### config.mk
export PLATFORM = sky130hd
export DESIGN_NAME = vec_mem_responder_flat
export DESIGN_NICKNAME = d
export VERILOG_FILES = /design/src/rtl/vec_mem_pkg.sv /design/src/rtl/vec_mem_responder_if.sv /design/src/rtl/vec_lane_reg.sv /design/src/rtl/vec_mem_responder.sv /design/src/flat_wrapper.sv
export SDC_FILE = /design/constraint.sdc
export NUM_CORES = 1
export LEC_CHECK = 0
export CORE_MARGIN = 2
export CORE_UTILIZATION = 25
export DETAILED_ROUTE_END_ITERATION = 8
export GPL_TIMING_DRIVEN = 0
export PLACE_DENSITY_LB_ADDON = 0.05
export SLEW_MARGIN = 20
export SYNTH_ARGS = -nofsm -noshare
export SYNTH_HDL_FRONTEND = slang
export SYNTH_SLANG_ARGS = --single-unit
### constraint.sdc
create_clock -name clk -period 5.9 [get_ports clk]
set_input_delay 0.885 -clock clk [delete_from_list [all_inputs] [get_ports clk]]
set_output_delay 0.885 -clock clk [all_outputs]
set_load 0.02 [all_outputs]
### src/rtl/vec_mem_pkg.sv
// rtl/vec_mem_pkg.sv - shared constants, FSM state type and lane helper for the vector MEM responder
package vec_mem_pkg;

  localparam int LANES  = 6;
  localparam int LANE_W = 8;
  localparam int VEC_W  = LANES * LANE_W;

  typedef enum logic [2:0] {
    S_IDLE,
    S_WRITE,
    S_READ,
    S_DRAIN,
    S_RESP
  } vmem_state_t;

  function automatic logic [LANE_W-1:0] lane_sel(input logic [VEC_W-1:0] word, input logic [2:0] k);
    return word[k*LANE_W +: LANE_W];
  endfunction

endpackage

### src/rtl/vec_mem_responder_if.sv
// rtl/vec_mem_responder_if.sv - request/response and byte-RAM signal bundle for vec_mem_responder
interface vec_mem_responder_if #(
  parameter int ADDR_W = 16
) ();
  import vec_mem_pkg::*;

  logic              req_valid;
  logic              req_write;
  logic              req_bcast;
  logic [ADDR_W-1:0] req_addr;
  logic [VEC_W-1:0]  req_wdata;
  logic              req_ready;
  logic              stall;
  logic              rsp_valid;
  logic [VEC_W-1:0]  rsp_rdata;
  logic [ADDR_W-1:0] ram_addr;
  logic              ram_we;
  logic              ram_re;
  logic [LANE_W-1:0] ram_wdata;
  logic [LANE_W-1:0] ram_rdata;

  modport master (
    output req_valid, req_write, req_bcast, req_addr, req_wdata, ram_rdata,
    input  req_ready, stall, rsp_valid, rsp_rdata, ram_addr, ram_we, ram_re, ram_wdata
  );

  modport slave (
    input  req_valid, req_write, req_bcast, req_addr, req_wdata, ram_rdata,
    output req_ready, stall, rsp_valid, rsp_rdata, ram_addr, ram_we, ram_re, ram_wdata
  );

endinterface

### src/rtl/vec_lane_reg.sv
// rtl/vec_lane_reg.sv - 48-bit gather register with per-lane byte enables, broadcast write and sync clear
module vec_lane_reg
  import vec_mem_pkg::*;
(
  input  logic              clk,
  input  logic              i_clr_n,
  input  logic [LANES-1:0]  i_lane_we,
  input  logic              i_bcast_we,
  input  logic [LANE_W-1:0] i_byte,
  output logic [VEC_W-1:0]  o_word
);

  logic [VEC_W-1:0] r_word;

  // Broadcast takes priority so a scalar operand fills every lane in one write.
  always_ff @(posedge clk) begin
    if (!i_clr_n) begin
      r_word <= '0;
    end else if (i_bcast_we) begin
      r_word <= {LANES{i_byte}};
    end else begin
      for (int i = 0; i < LANES; i++) begin
        if (i_lane_we[i]) r_word[i*LANE_W +: LANE_W] <= i_byte;
      end
    end
  end

  assign o_word = r_word;

endmodule

### src/rtl/vec_mem_responder.sv
// rtl/vec_mem_responder.sv - serialises 48-bit vector loads/stores into byte RAM accesses (option: VEC_MEM_BCAST_EN)
module vec_mem_responder
  import vec_mem_pkg::*;
#(
  parameter int ADDR_W = 16,
  parameter int LANES  = 6,
  parameter int LANE_W = 8
) (
  input logic                clk,
  input logic                rst,
  vec_mem_responder_if.slave bus
);

  localparam int LAST_K = LANES - 1;

  vmem_state_t       r_state;
  vmem_state_t       w_next;
  logic [ADDR_W-1:0] r_base;
  logic              r_write;
  logic              r_bcast;
  logic [VEC_W-1:0]  r_wdata;
  logic [2:0]        r_k;
  logic              r_pend;
  logic [2:0]        r_pend_lane;

  logic              w_accept;
  logic              w_bcast_in;
  logic              w_last_k;
  logic [ADDR_W-1:0] w_addr;
  logic [LANE_W-1:0] w_lane;
  logic [LANES-1:0]  w_lane_we;
  logic              w_gather_clr_n;
  logic [VEC_W-1:0]  w_gather;

`ifdef VEC_MEM_BCAST_EN
  assign w_bcast_in = bus.req_bcast && !bus.req_write;
`else
  logic w_unused_bcast;
  assign w_unused_bcast = bus.req_bcast;
  assign w_bcast_in     = 1'b0;
`endif

  assign w_accept = (r_state == S_IDLE) && bus.req_valid;
  assign w_last_k = (r_k == 3'(LAST_K));
  assign w_addr   = r_base + ADDR_W'(r_k);
  assign w_lane   = lane_sel(r_wdata, r_k);

  always_ff @(posedge clk) begin
    if (!rst) begin
      r_state     <= S_IDLE;
      r_base      <= '0;
      r_write     <= 1'b0;
      r_bcast     <= 1'b0;
      r_wdata     <= '0;
      r_k         <= '0;
      r_pend      <= 1'b0;
      r_pend_lane <= '0;
    end else begin
      r_state     <= w_next;
      r_pend      <= (r_state == S_READ);
      r_pend_lane <= r_k;
      if (w_accept) begin
        r_base  <= bus.req_addr;
        r_write <= bus.req_write;
        r_bcast <= w_bcast_in;
        r_wdata <= bus.req_wdata;
        r_k     <= '0;
      end else if (r_state == S_WRITE || r_state == S_READ) begin
        r_k <= r_k + 3'd1;
      end
    end
  end

  // Read data arrives one cycle after its strobe, so capture is steered by the lane issued last cycle.
  always_comb begin
    w_lane_we = '0;
    for (int i = 0; i < LANES; i++) begin
      if (r_pend && !r_bcast && (r_pend_lane == 3'(i))) w_lane_we[i] = 1'b1;
    end
  end

  assign w_gather_clr_n = rst && !w_accept;

  vec_lane_reg u_gather (
    .clk        (clk),
    .i_clr_n    (w_gather_clr_n),
    .i_lane_we  (w_lane_we),
    .i_bcast_we (r_pend && r_bcast),
    .i_byte     (bus.ram_rdata),
    .o_word     (w_gather)
  );

  // Strobes are masked while reset is low so an aborted store writes nothing further.
  always_comb begin
    w_next        = r_state;
    bus.req_ready = 1'b0;
    bus.stall     = 1'b0;
    bus.rsp_valid = 1'b0;
    bus.rsp_rdata = '0;
    bus.ram_addr  = '0;
    bus.ram_we    = 1'b0;
    bus.ram_re    = 1'b0;
    bus.ram_wdata = '0;
    case (r_state)
      S_IDLE: begin
        bus.req_ready = 1'b1;
        bus.stall     = bus.req_valid;
        if (bus.req_valid) w_next = bus.req_write ? S_WRITE : S_READ;
      end
      S_WRITE: begin
        bus.stall     = 1'b1;
        bus.ram_we    = rst;
        bus.ram_addr  = w_addr;
        bus.ram_wdata = w_lane;
        if (w_last_k) w_next = S_RESP;
      end
      S_READ: begin
        bus.stall    = 1'b1;
        bus.ram_re   = rst;
        bus.ram_addr = w_addr;
        if (w_last_k || r_bcast) w_next = S_DRAIN;
      end
      S_DRAIN: begin
        bus.stall = 1'b1;
        w_next    = S_RESP;
      end
      S_RESP: begin
        bus.rsp_valid = rst;
        bus.rsp_rdata = r_write ? '0 : w_gather;
        w_next        = S_IDLE;
      end
      default: w_next = S_IDLE;
    endcase
  end

endmodule

### src/flat_wrapper.sv
// flat-port wrapper written by rule: the top's interface ports become plain ports
module vec_mem_responder_flat import vec_mem_pkg::*;
#(
  parameter int ADDR_W = 16,
  parameter int LANES  = 6,
  parameter int LANE_W = 8
)
  (clk, rst, bus_req_valid, bus_req_write, bus_req_bcast, bus_req_addr, bus_req_wdata, bus_ram_rdata, bus_req_ready, bus_stall, bus_rsp_valid, bus_rsp_rdata, bus_ram_addr, bus_ram_we, bus_ram_re, bus_ram_wdata);
  vec_mem_responder_if #(.ADDR_W(ADDR_W)) bus_i ();
  input logic clk;
  input logic rst;
  input wire logic [$bits(bus_i.req_valid)-1:0] bus_req_valid;
  input wire logic [$bits(bus_i.req_write)-1:0] bus_req_write;
  input wire logic [$bits(bus_i.req_bcast)-1:0] bus_req_bcast;
  input wire logic [$bits(bus_i.req_addr)-1:0] bus_req_addr;
  input wire logic [$bits(bus_i.req_wdata)-1:0] bus_req_wdata;
  input wire logic [$bits(bus_i.ram_rdata)-1:0] bus_ram_rdata;
  output wire logic [$bits(bus_i.req_ready)-1:0] bus_req_ready;
  output wire logic [$bits(bus_i.stall)-1:0] bus_stall;
  output wire logic [$bits(bus_i.rsp_valid)-1:0] bus_rsp_valid;
  output wire logic [$bits(bus_i.rsp_rdata)-1:0] bus_rsp_rdata;
  output wire logic [$bits(bus_i.ram_addr)-1:0] bus_ram_addr;
  output wire logic [$bits(bus_i.ram_we)-1:0] bus_ram_we;
  output wire logic [$bits(bus_i.ram_re)-1:0] bus_ram_re;
  output wire logic [$bits(bus_i.ram_wdata)-1:0] bus_ram_wdata;
  assign bus_i.req_valid = bus_req_valid;
  assign bus_i.req_write = bus_req_write;
  assign bus_i.req_bcast = bus_req_bcast;
  assign bus_i.req_addr = bus_req_addr;
  assign bus_i.req_wdata = bus_req_wdata;
  assign bus_i.ram_rdata = bus_ram_rdata;
  assign bus_req_ready = bus_i.req_ready;
  assign bus_stall = bus_i.stall;
  assign bus_rsp_valid = bus_i.rsp_valid;
  assign bus_rsp_rdata = bus_i.rsp_rdata;
  assign bus_ram_addr = bus_i.ram_addr;
  assign bus_ram_we = bus_i.ram_we;
  assign bus_ram_re = bus_i.ram_re;
  assign bus_ram_wdata = bus_i.ram_wdata;
  vec_mem_responder #(.ADDR_W(ADDR_W), .LANES(LANES), .LANE_W(LANE_W)) u_core (.clk(clk), .rst(rst), .bus(bus_i));
endmodule
==> reports/metrics.csv <==
metric,value,unit
netlist-cell-type-count,49,
clk_latency,0.41,ns
drt_iter0_drc,237,
drive_gt1_share,10.17,%
core_area,21890,µm²
finClkSkew,0.006579,ns
dp_hpwl,13.93,mm
grt_max_degree,17,
wl_met1,8.570,mm
fmax,219.4,MHz
grt_pass1_vias,5463,
cts_made_buffers,17,
syn2layout_area_growth,45.69,%
wire_per_inst,15.47,µm
postCtsSetupBuffers,0,
rows,54,
wl_met2,8.681,mm
tightest_slew,0.7223,ns
synth-seq-area-share,43.93,%
yosysWarnings,0,
io_buffers,152,
place_congestion,0.8405,
cts_tree,done,
p_total,2.426,mW
cp-end-kind,output pin,
synth_edf_count,0,
async_flop_share,0,%
syn_area_per_cell,7.884,µm²
maxCapViolations,0,
final_cell_mix,"235 x nand2_1, 152 x clkdlybuf4s50_1, 123 x dfxtp_1",
dr_wl_met3,789,µm
syn_area,5605,µm²
finalMaxSlewViolations,0,
finalHoldViolCount,0,
antenna_found_initial,0,
drc,0,
cts_resized,0,
place_area,7477,µm²
hold_path_class,reg -> reg,
clock_path_buffers,2,
cp_data_arrival_time,3.67,ns
wl,18.17,mm
fin_crit,4.559,ns
vias_per_cell,4.523,
ctsHoldBuffers,0,
fin_area,8167,µm²
final_common_cell,nand2_1,
status,"complete, no violations",
setup_violations,0,
nNetsFinal,965,
synthFlopType,dfxtp_1,
top_layer,met4,
boundaryPins,154,
synthCells,711,
grt_use_total,15.66,%
ant_nets,0,
criticalPathCategory,reg -> out,
grt_pass1_wl,28.99,mm
start_util,25.61,%
clkTransAtPathRegs,0.06,ns
p_leak,2.854,nW
crit_required,5.02,ns
synth_fp_nets,794,
cts_root_buffer,clkbuf_16,
die_w,153.7,µm
htreeDepth,4,
fin_crit_sh,77.27,%
cp_max_fo,10,
cts.sinks,123,
fp.dieH,153.7,µm
powerDensity,297.0,nW/µm²
die-area,23640,µm²
vias,5315,
timing.slew.headroom,51.85,%
yosys_register_bits,123,
tns,0,ns
ir_drop,159.6,µV
first_pass_iters,5,
antenna_cells,0,
grt_overflow,0,
rsz0062_at_grt,no,
crit_path_start_kind,flip-flop,
-- power by group --
group	leakage [nW]	internal [mW]	switching (mW)
registers	1.00	0.869	0.0271
clock network	0.322	0.818	0.397
logic	1.53	0.144	0.170
total	2.85	1.83	0.595
-- critical path, cell delays in order (launching register included) --
cell	delay, ns
dfxtp_1	0.45
clkbuf_1	0.52
inv_1	0.25
fa_1	0.47
and2b_1	0.32
o21ai_2	0.12
or3_1	0.35
a21oi_1	0.15
clkdlybuf4s50_1	0.62
-- final timing paths --
check,end,cells after the start,startpoint,slack [ns]
min reg2reg,u_core.u_gather.o_word[24]$_SDFFE_PN0P_,2,u_core.u_gather.o_word[24]$_SDFFE_PN0P_,0.45
min,u_core.u_gather.o_word[24]$_SDFFE_PN0P_,2,u_core.u_gather.o_word[24]$_SDFFE_PN0P_,0.45
max reg2reg,u_core.r_state[0]$_SDFFE_PN0P_,6,u_core.r_k[1]$_SDFFE_PN0P_,3.63
max,bus_ram_addr[10],8,u_core.r_k[1]$_SDFFE_PN0P_,1.34
-- kinds of logic after synthesis --
family	after synthesis	synth area share (%)
multiplexers	16	4.821
AO/OA/AOI/OAI	143	14.00
flip-flops	123	43.93
buffers and inverters	52	4.978
XOR/XNOR	13	2.031
adder cells (fa/ha/maj)	6	1.473
AND/OR/NAND/NOR	358	28.77
-- Yosys cell counts, types with 3 or more instances --
cell	n	area, µm²
xnor2_1	9	78.83
nand3_1	6	30.03
nand2_1	235	882.1
o21ai_0	3	15.01
nand4_1	3	18.77
and3_1	3	18.77
ha_1	5	62.56
dfxtp_1	123	2462
mux4_2	8	180.2
inv_1	7	26.28
xor2_1	4	35.03
clkbuf_1	13	48.80
and2_1	52	325.3
buf_2	20	100.1
a21oi_1	121	605.6
buf_6	7	78.83
mux2_2	8	90.09
nor2_1	31	116.4
a22oi_1	8	60.06
or3_1	3	18.77
-- flip-flops by register name (all words and copies together), names as in the netlist --
| name | cells |
|---|---|
| u_core.r_wdata | 48 |
| u_core.u_gather.o_word | 48 |
| u_core.r_base | 16 |
| u_core.r_k | 3 |
| u_core.r_pend_lane | 3 |
| u_core.r_state | 3 |
| u_core.r_pend | 1 |
| u_core.r_write | 1 |
-- layout make-up --
class / instances / area (µm²)
buffer: 43 / 245.2
clock buffer: 19 / 452.9
clock inverter: 13 / 236.5
fill: 2272 / 13720
inverter: 9 / 33.78
multi-input combinational: 536 / 2864
sequential: 123 / 2462
tap: 280 / 350.3
timing repair buffer: 152 / 1521
-- layer usage --
metal / GRT usage, % / vias up
met5: 0 / -
met4: 3.539 / 0
met3: 3.833 / 10
met2: 26.56 / 115
met1: 20.16 / 2485
li1: - / 2705
-- metrics by stage --
stage | util (%) | hold slack (ns) | std cells | setup slack, ns
finish | 37.31 | 0.4506 | 1175 | 1.341
global route | 37.31 | 0.4701 | 1175 | 1.123
CTS | 37.31 | 0.4512 | 1175 | 1.281
detailed placement | 34.16 | 0.4439 | 1143 | 1.738
global placement | 34.16 | 0.4383 | 1143 | 1.768
floorplan | - | 0.4317 | 711 | 2.699
No activity file was read; power rests on OpenSTA's default activity.
